--- src/rtl/mem_wait_ctrl.sv ---
// Memory wait-state controller: stalls the CPU per address region and
// issues a single synchronous memory strobe per access.
module mem_wait_ctrl #(
    parameter logic [15:0] ROM_BASE = 16'hE000,
    parameter logic [7:0]  IO_PAGE  = 8'hD0,
    parameter logic [2:0]  ROM_WS   = 3'd2,
    parameter logic [2:0]  IO_WS    = 3'd3,
    parameter logic [2:0]  RAM_WS   = 3'd0
) (
    input  logic        clk,
    input  logic        rst_n,
    input  logic [15:0] cpu_ab,
    input  logic [7:0]  cpu_do,
    input  logic        cpu_we,
    output logic [7:0]  cpu_di,
    output logic        cpu_rdy,
    input  logic        ext_hold,
    output logic        mem_en,
    output logic        mem_we,
    output logic [15:0] mem_addr,
    output logic [7:0]  mem_wdata,
    input  logic [7:0]  mem_rdata,
    input  logic        stall_clr,
    output logic [15:0] stall_cnt,
    output logic        addr_err
);

    typedef enum logic {
        S_RUN,
        S_WAIT
    } state_t;

    state_t      state_q, state_d;
    logic [2:0]  cnt_q, cnt_d;
    logic [15:0] addr_q, addr_d;
    logic        rd_v_q, rd_v_d;
    logic [7:0]  di_hold_q, di_hold_d;
    logic [15:0] stall_q, stall_d;
    logic        err_q, err_d;
    logic [2:0]  ws;
    logic        rdy, en;

    // IO page is checked first so it overrides a ROM overlap
    always_comb begin
        ws = RAM_WS;
        if (cpu_ab[15:8] == IO_PAGE) begin
            ws = IO_WS;
        end else if (cpu_ab >= ROM_BASE) begin
            ws = ROM_WS;
        end
    end

    always_comb begin
        state_d = state_q;
        cnt_d   = cnt_q;
        addr_d  = addr_q;
        rdy     = 1'b0;
        en      = 1'b0;
        if (!ext_hold) begin
            unique case (state_q)
                S_RUN: begin
                    if (ws == 3'd0) begin
                        rdy = 1'b1;
                        en  = 1'b1;
                    end else begin
                        cnt_d   = ws;
                        addr_d  = cpu_ab;
                        state_d = S_WAIT;
                    end
                end
                S_WAIT: begin
                    cnt_d = cnt_q - 3'd1;
                    if (cnt_q == 3'd1) begin
                        rdy     = 1'b1;
                        en      = 1'b1;
                        state_d = S_RUN;
                    end
                end
                default: state_d = S_RUN;
            endcase
        end
    end

    assign cpu_rdy   = rdy & rst_n;
    assign mem_en    = en & rst_n;
    assign mem_we    = mem_en & cpu_we;
    assign mem_addr  = cpu_ab;
    assign mem_wdata = cpu_do;
    assign cpu_di    = rd_v_q ? mem_rdata : di_hold_q;
    assign stall_cnt = stall_q;
    assign addr_err  = err_q;

    always_comb begin
        rd_v_d    = mem_en & ~mem_we;
        di_hold_d = rd_v_q ? mem_rdata : di_hold_q;
        stall_d   = stall_q;
        if (stall_clr) begin
            stall_d = 16'h0000;
        end else if (!cpu_rdy && stall_q != 16'hFFFF) begin
            stall_d = stall_q + 16'd1;
        end
        err_d = err_q | ((state_q == S_WAIT) && (cpu_ab != addr_q));
    end

    always_ff @(posedge clk) begin
        if (!rst_n) begin
            state_q   <= S_RUN;
            cnt_q     <= 3'd0;
            addr_q    <= 16'h0000;
            rd_v_q    <= 1'b0;
            di_hold_q <= 8'h00;
            stall_q   <= 16'h0000;
            err_q     <= 1'b0;
        end else begin
            state_q   <= state_d;
            cnt_q     <= cnt_d;
            addr_q    <= addr_d;
            rd_v_q    <= rd_v_d;
            di_hold_q <= di_hold_d;
            stall_q   <= stall_d;
            err_q     <= err_d;
        end
    end

endmodule

--- config.mk ---
export PLATFORM = sky130hd
export DESIGN_NAME = mem_wait_ctrl
export DESIGN_NICKNAME = d
export VERILOG_FILES = /design/src/rtl/mem_wait_ctrl.sv
export SDC_FILE = /design/constraint.sdc
export NUM_CORES = 1
export LEC_CHECK = 0
export ABC_AREA = 1
export ABC_CLOCK_PERIOD_IN_PS = 5100
export BUFFER_PORTS_ARGS = -buffer_cell sky130_fd_sc_hd__buf_2
export CAP_MARGIN = 25
export CELL_PAD_IN_SITES_DETAIL_PLACEMENT = 0
export CELL_PAD_IN_SITES_GLOBAL_PLACEMENT = 1
export CORE_MARGIN = 1
export CORE_UTILIZATION = 37
export DETAILED_ROUTE_END_ITERATION = 8
export GPL_TIMING_DRIVEN = 1
export PLACE_DENSITY_LB_ADDON = 0.25
export SYNTH_ARGS = -nofsm -noshare
export SYNTH_HDL_FRONTEND = slang
export SYNTH_SLANG_ARGS = --single-unit
--- constraint.sdc ---
create_clock -name clk -period 5.1 [get_ports clk]
set_input_delay 0.255 -clock clk [delete_from_list [all_inputs] [get_ports clk]]
set_output_delay 0.255 -clock clk [all_outputs]
set_load 0.01 [all_outputs]
==> flow_summary.json, run 1 <==
{
  "status": "finished, final reports clean",
  "required_ns": 4.85,
  "cts_root_buf": "clkbuf_8",
  "ant_nets": 0,
  "clock_latency_ns": 0.30,
  "synthTopCellsByArea": "dfxtp_1 (36%), nand2_1 (12%), a21oi_1 (8.2%)",
  "maxSlewHeadroom_pct": 36.7,
  "start_util_pct": 38.1,
  "ys_ff_latch": 46,
  "clk_pin_slew_ns": 0.08,
  "syn-num-nets": 407,
  "hp-class": "primary input to flop",
  "drive_above_1_share_pct": 21.2,
  "crit_buf_inv": 2,
  "dieArea_sq_um": 7290,
  "slew_viol_final": 0,
  "maxCapViolations": 0,
  "skew_ns": 0.00856,
  "tns_ns": 0,
  "top_layer": "met4",
  "dr_total_vias": 2263,
  "grt_max_degree": 31,
  "totalWireLength_mm": 5.32,
  "period_share_pct": 45.6,
  "peakVddDrop_uv": 86.6,
  "n_antenna_cell": 0,
  "syn_area_sq_um": 2570,
  "wl_per_cell_um": 10.9,
  "leakage_nw": 1.27,
  "antenna_found_initial": 0,
  "routabilityCongestion": 0.813,
  "rows": 30,
  "slowest_delay_ns": 0.60,
  "grtUsageTotal_pct": 15.1,
  "via_per_inst": 4.62,
  "numClockSinks": 46,
  "drtIter0Drc": 68,
  "synth_top_area_share_pct": 35.8,
  "worst_pin_slew_ns": 0.946,
  "syn_avg_cell_area_sq_um": 7.01,
  "cts_resized": 0,
  "cp_cell_sequence": "inv_1, ha_1, nand2_1, a21oi_1, nand3_1, nor2_1, buf_2",
  "grt_pass1_vias": 1982,
  "finish.instance_area_sq_um": 2870,
  "die_x_um": 85.4,
  "crit_type": "flop to output port",
  "place.port_buffers": 72,
  "yosysUniqueCellTypes": 24,
  "yosys_warnings": 0,
  "hold_buffers": 0,
  "hold_viol_final": 0,
  "synthToLayoutAreaGrowth_pct": 11.7,
  "drc_errors": 0,
  "postCtsSetupRepairBufs": 0,
  "dp_hpwl_mm": 3.90,
  "ys_seq_area_share_pct": 35.8,
  "core_sq_um": 6760,
  "cpLargestDelayFamily": "simple AND/OR/NAND/NOR gates",
  "numCtsBuffers": 5,
  "slowest_stage": "nand3_1",
  "cp-start-kind": "flop",
  "worstPathArrival_ns": 2.07,
  "h-tree-depth": 2,
  "max_freq_mhz": 430,
  "wl_met1_mm": 2.58,
  "yosysTopAreaCell": "dfxtp_1",
  "drtPass1Iterations": 4,
  "worst-r2r-setup-slack_ns": 2.99,
  "syn_inst": 367,
  "finalSetupViolCount": 0,
  "fillCellCount": 725,
  "post_dp_cell_area_sq_um": 2780,
  "dr_wl_met2_mm": 2.40,
  "powerDensity_nw_per_um2": 241,
  "dieHeight_um": 85.4,
  "crit_fanout": 20,
  "worst_setup_path_end_kind": "output port",
  "rsz0062_at_grt": "no",
  "finalCriticalPeriod_ns": 2.32,
  "cts_buffer_depth": 2,
  "cts_tree": "done",
  "ios": 89,
  "grt_overflow": 0,
  "dr_wl_met3_um": 280,
  "nNetsFinal": 449,
  "grt_pass1_wl_mm": 8.78
}
flip-flops by register name, indices dropped and copies added (netlist names):
name / count
stall_cnt: 16
rd_v_q: 1
cnt_q: 3
addr_err: 1
addr_q: 16
state_q: 1
di_hold_q: 8
final cells by class:
type,instances,area [sq um],area share [%]
clock buffers,7,86.3,3.00
flip-flops and latches,46,921,32.0
repair buffers,72,360,12.5
multi-input cells,243,1250,43.4
clock inverters,1,5.00,0.174
well taps,80,100,3.48
inverters,41,154,5.35
power breakdown:
group	leakage [nW]	switching (mW)	internal [mW]
sequential	0.373	0.00755	0.369
combinational	0.851	0.0513	0.0354
clock	0.0482	0.120	0.109
kinds of logic after synthesis:
kind of cell    count (synthesis)  synth area share, %
compound gates                 62                 12.2
xor+xnor                       26                 8.85
fa+ha+maj                       3                 1.46
buf+inv                        78                 15.7
flops                          46                 35.8
simple gates                  152                 26.0
Yosys cell counts (all sizes together):
cell and instances:
a221oi 1, nand4 4, o21ai 19, inv 41
nor3 2, ha 3, nor2 34, a21oi 42
xnor2 9, clkbuf 7, nand3 27, nand2 84
nand3b 1, xor2 17, buf 30, dfxtp 46
path summary, 6_finish.rpt:
| kind | cells after the start | to | start |
|---|---|---|---|
| worst max-delay path | 7 | mem_we | cnt_q[1] |
| worst min-delay path | 2 | rd_v_q | cpu_we |
| worst max register to register | 9 | stall_cnt[1] | cnt_q[1] |
| worst min register to register | 2 | addr_q[9] | addr_q[9] |
layout by cell type, fill, tap and decap left out, types with 3 or more instances in the layout:
master / netlist / routed
ha_1: 3 / 3
nor2_1: 31 / 31
clkbuf_8: 0 / 6
nand4_1: 4 / 4
xnor2_1: 9 / 9
o21ai_0: 19 / 19
a21oi_1: 42 / 42
xor2_1: 17 / 17
inv_1: 41 / 41
dfxtp_1: 46 / 46
buf_2: 2 / 72
nand2_1: 81 / 81
nand3_1: 25 / 25
metal layers:
layer  vias to the layer above  track usage [%]
met5                         -                0
met4                         0             4.70
met3                         5             3.50
met2                        58             26.5
met1                       987             18.3
li1                       1213                -
stage by stage:
stage,util (%),instances,power (mW),hold slack [ns],setup WS (ns)
CTS,42.5,490,0.709,0.108,2.72
finish,42.5,490,0.693,0.120,2.78
floorplan,-,367,0.454,0.327,3.38
global route,42.5,490,0.730,0.115,2.56
global placement,41.2,482,0.473,0.429,2.99
detailed placement,41.2,482,0.473,0.434,2.96
Note: power is estimated with default switching activity, not from simulation.
==> run 2: changes to the inputs <==
--- a/config.mk
+++ b/config.mk
@@ -6,13 +6,13 @@
 export NUM_CORES = 1
 export LEC_CHECK = 0
 export ABC_AREA = 1
-export ABC_CLOCK_PERIOD_IN_PS = 5100
+export ABC_CLOCK_PERIOD_IN_PS = 2200
 export BUFFER_PORTS_ARGS = -buffer_cell sky130_fd_sc_hd__buf_2
 export CAP_MARGIN = 25
 export CELL_PAD_IN_SITES_DETAIL_PLACEMENT = 0
 export CELL_PAD_IN_SITES_GLOBAL_PLACEMENT = 1
 export CORE_MARGIN = 1
-export CORE_UTILIZATION = 37
+export CORE_UTILIZATION = 35
 export DETAILED_ROUTE_END_ITERATION = 8
 export GPL_TIMING_DRIVEN = 1
 export PLACE_DENSITY_LB_ADDON = 0.25
==> constraint.sdc (replaced) <==
create_clock -name clk -period 2.2 [get_ports clk]
set_input_delay 0.11 -clock clk [delete_from_list [all_inputs] [get_ports clk]]
set_output_delay 0.11 -clock clk [all_outputs]
set_load 0.01 [all_outputs]
==> run 2 against run 1 <==
Net effect: first-iteration DRC count is 2.9% higher; design area is 2.9% higher; die area is 5.6% higher; critical path type is now flop to flop; critical endpoint is now stall_cnt[1]; wire length is 4.3% higher.
==> flow_summary.json, run 2 (synthesized netlist as in run 1, its figures left out) <==
{
  "register_area_sq_um": 921,
  "hp-class": "primary input to flop",
  "final_core_util_pct": 42.6,
  "cp-start-kind": "flop",
  "ios": 89,
  "final_common_cell": "nand2_1",
  "finish.instance_area_sq_um": 2960,
  "totalWireLength_mm": 5.55,
  "hold_viol_final": 0,
  "drtPass1Iterations": 4,
  "maxSlewHeadroom_pct": 57.0,
  "tns_ns": 0,
  "core_sq_um": 6940,
  "dieArea_sq_um": 7700,
  "numCtsBuffers": 5,
  "fillCellCount": 777,
  "worst_pin_slew_ns": 0.639,
  "dr_total_vias": 2274,
  "maxCapViolations": 0,
  "cts_buffer_depth": 2,
  "drtIter0Drc": 70,
  "drive_above_1_share_pct": 22.5,
  "via_per_inst": 4.42,
  "cts_tree": "done",
  "h-tree-depth": 2,
  "required_ns": 2.39,
  "synthToLayoutAreaGrowth_pct": 14.9,
  "crit_type": "flop to flop",
  "routabilityCongestion": 0.814,
  "cts_resized": 0,
  "worst_setup_path_end_kind": "flop",
  "grt_pass1_vias": 2067,
  "dp_hpwl_mm": 4.17,
  "n_antenna_cell": 0,
  "rows": 30,
  "finalCriticalPeriod_ns": 1.88,
  "start_util_pct": 37.0,
  "finalSetupViolCount": 0,
  "grtUsageTotal_pct": 15.3,
  "crit_fanout": 15,
  "grt_overflow": 0,
  "grt_max_degree": 31,
  "powerDensity_nw_per_um2": 546,
  "slew_viol_final": 0,
  "antenna_found_initial": 0,
  "peakVddDrop_uv": 268,
  "leakage_nw": 1.31,
  "skew_ns": 0.0105,
  "drc_errors": 0,
  "numClockSinks": 46,
  "max_freq_mhz": 532,
  "multi_input_area_sq_um": 1250,
  "cts_root_buf": "clkbuf_8",
  "die_x_um": 87.7,
  "status": "finished, final reports clean",
  "rsz0062_at_grt": "no",
  "clock_latency_ns": 0.30,
  "post_dp_cell_area_sq_um": 2860,
  "ant_nets": 0,
  "dieHeight_um": 87.7,
  "hold_slack_ns": 0.0480,
  "period_share_pct": 85.4,
  "nNetsFinal": 457,
  "final_cell_mix": "nand2_1 (81), buf_2 (72), dfxtp_1 (46)",
  "wl_per_cell_um": 10.8,
  "postCtsSetupRepairBufs": 0,
  "worstPathArrival_ns": 2.07,
  "place.port_buffers": 72,
  "grt_pass1_wl_mm": 9.24,
  "worst-r2r-setup-slack_ns": 0.32,
  "clk_pin_slew_ns": 0.09
}
## run 2: cell count changes in the layout (fill, tap and decap cells not counted)
cell and delta:
buf_4 +7, dlygate4sd3_1 +1
## run 2: cell type report
cell class / instances / area share (%)
multi-input combinational: 243 / 42.2
clock buffer: 7 / 2.92
timing repair buffer: 80 / 14.3
inverter: 41 / 5.21
clock inverter: 1 / 0.169
sequential: 46 / 31.1
tap: 96 / 4.06
## run 2: what timing repair did
action / in CTS / in global routing
setup endpoints to repair: 0 / 0
hold buffers: 1 / 0
hold endpoints to repair: 1 / 0
## run 2: worst paths after layout
kind / startpoint / endpoint / cells past startpoint
worst max-delay path: stall_cnt[0] / stall_cnt[1] / 10
worst min-delay path: ext_hold / state_q / 2
worst max register to register: stall_cnt[0] / stall_cnt[1] / 10
worst min register to register: addr_q[2] / addr_q[2] / 2
## run 2: stage by stage
step	instances	total power, mW	setup slack [ns]
6_report	514	1.61	0.320
5_1_grt	514	1.72	0.120
4_1_cts	514	1.65	0.311
3_5_place_dp	505	1.11	0.345
3_3_place_gp	505	1.10	0.382
2_1_floorplan	367	1.05	0.485
## run 2: metal layers
| layer | up-vias | share of wire, % | global-route usage (%) |
|---|---|---|---|
| li1 | 1234 | - | - |
| met1 | 981 | 49 | 19.6 |
| met2 | 53 | 46 | 25.5 |
| met3 | 6 | 4.2 | 3.02 |
| met4 | 0 | 0.86 | 5.22 |
| met5 | - | 0 | 0 |
## run 2: where the power goes
part / total, mW / switching, mW / internal [mW]
Clock: 0.529 / 0.275 / 0.254
Sequential: 0.874 / 0.0177 / 0.856
Combinational: 0.211 / 0.122 / 0.0891
## run 2: critical path: stages, from the launching register on
cell and delay (ns):
dfxtp_1 0.46, ha_1 0.31, nand3_2 0.12, nor2_4 0.14
nand2_2 0.08, nor2_4 0.13, nand3_4 0.13, nand2_4 0.20
inv_1 0.08, nor2_1 0.08, nor2_1 0.05
==> run 3: changes to the inputs <==
==> constraint.sdc (replaced) <==
create_clock -name clk -period 2.2 [get_ports clk]
set_input_delay 0.44 -clock clk [delete_from_list [all_inputs] [get_ports clk]]
set_output_delay 0.44 -clock clk [all_outputs]
set_load 0.01 [all_outputs]
==> run 3 against run 2 <==
Net effect: sequential cell count unchanged; clock-buffer cell count down 2; wire length up 4.4%; sequential share of layout area unchanged; largest cell class unchanged; global-route usage up 0.57 points; die area unchanged; highest routed layer unchanged; largest power group unchanged; critical path depth down 3.
==> flow_summary.json, run 3 (synthesized netlist as in run 1, its figures left out) <==
{
  "leakage_nw": 1.32,
  "grt_pass1_wl_mm": 9.45,
  "worst_setup_path_end_kind": "output port",
  "hold_viol_final": 0,
  "slew_viol_final": 0,
  "final_cell_mix": "nand2_1 (81), buf_2 (72), dfxtp_1 (46)",
  "place.port_buffers": 72,
  "status": "finished, final reports clean",
  "nNetsFinal": 459,
  "clk_pin_slew_ns": 0.08,
  "fillCellCount": 735,
  "dp_hpwl_mm": 4.22,
  "reg2reg_from": "stall_cnt[1]",
  "postCtsSetupRepairBufs": 0,
  "grtUsageTotal_pct": 15.8,
  "core_sq_um": 6940,
  "ios": 89,
  "wl_per_cell_um": 11.3,
  "worst-r2r-setup-slack_ns": 0.42,
  "cts_root_buf": "clkbuf_8",
  "antenna_found_initial": 0,
  "routabilityCongestion": 0.827,
  "hp-start": "cpu_we",
  "drtIter0Drc": 55,
  "h-tree-depth": 2,
  "finalCriticalPeriod_ns": 1.97,
  "tns_ns": 0,
  "hold_buffers": 0,
  "worstPathArrival_ns": 1.53,
  "clock_latency_ns": 0.31,
  "worst_pin_slew_ns": 0.532,
  "ant_nets": 0,
  "synthToLayoutAreaGrowth_pct": 14.9,
  "start_util_pct": 37.0,
  "drc_errors": 0,
  "rsz0062_at_grt": "no",
  "crit_type": "flop to output port",
  "dieHeight_um": 87.7,
  "peakVddDrop_uv": 202,
  "numCtsBuffers": 5,
  "dr_total_vias": 2309,
  "final_core_util_pct": 42.6,
  "skew_ns": 0.0190,
  "powerDensity_nw_per_um2": 541,
  "grt_pass1_vias": 2057,
  "totalWireLength_mm": 5.80,
  "critPathLaunch": "cnt_q[1]",
  "cts_tree": "done",
  "totalPowerFinal_mw": 1.60,
  "maxCapViolations": 0,
  "cp-start-kind": "flop",
  "rows": 30,
  "max_freq_mhz": 508,
  "numClockSinks": 46,
  "n_antenna_cell": 0,
  "die_x_um": 87.7,
  "grt_max_degree": 31,
  "finalSetupViolCount": 0,
  "maxSlewHeadroom_pct": 64.2,
  "dieArea_sq_um": 7700,
  "drive_above_1_share_pct": 23.2,
  "cts_buffer_depth": 2,
  "required_ns": 1.76,
  "cts_resized": 0,
  "via_per_inst": 4.48,
  "final_common_cell": "nand2_1",
  "drtPass1Iterations": 4,
  "crit_fanout": 5,
  "period_share_pct": 89.5,
  "grt_overflow": 0,
  "hp-class": "primary input to flop"
}
[run 3: changes by cell type in the layout (fill, tap and decap cells not counted), sizes merged]
cell         previous run  this run
clkbuf                  7         5
dlygate4sd3             1         0
buf                    79        82
clkinv                  1         2
[run 3: where the power goes]
part           internal [mW]  switching [mW]  leakage (nW)
registers              0.856          0.0163         0.373
logic                 0.0884           0.125         0.899
clock network          0.214           0.300        0.0438
total                   1.16           0.441          1.32
[run 3: metal layers]
metal | track usage (%) | up-vias | share of wire, %
met5 | 0 | - | 0
met4 | 6.26 | 0 | 1.3
met3 | 3.11 | 7 | 3.7
met2 | 25.7 | 47 | 44
met1 | 20.6 | 1022 | 51
li1 | - | 1233 | -
[run 3: final timing paths]
kind	end	cells past startpoint
setup / recovery	mem_we	7
hold / removal	rd_v_q	2
setup reg to reg	stall_cnt[0]	10
hold reg to reg	addr_q[2]	2
[run 3: layout make-up]
| type | count | area, sq um | area share, % |
|---|---|---|---|
| multi-input combinational | 243 | 1250 | 42.2 |
| clock buffer | 5 | 68.8 | 2.33 |
| timing repair buffer | 82 | 435 | 14.7 |
| clock inverter | 2 | 10.0 | 0.339 |
| tap | 96 | 120 | 4.06 |
| sequential | 46 | 921 | 31.1 |
| inverter | 41 | 154 | 5.21 |
[run 3: through the flow]
stage	instances	setup WS (ns)	hold slack (ns)	area [sq um]
2_1_floorplan	367	0.310	0.435	2570
3_3_place_gp	508	0.324	0.444	2880
3_5_place_dp	508	0.306	0.447	2880
4_1_cts	515	0.161	0.295	2960
5_1_grt	515	0.0136	0.296	2960
6_report	515	0.232	0.308	2960
[run 3: critical path, stage by stage, from the launching register on]
cell and delay (ns):
dfxtp_1 0.31, inv_1 0.08, ha_1 0.16, nand2_1 0.05, a21oi_1 0.16, nand3_1 0.20
nor2_1 0.14, buf_2 0.14
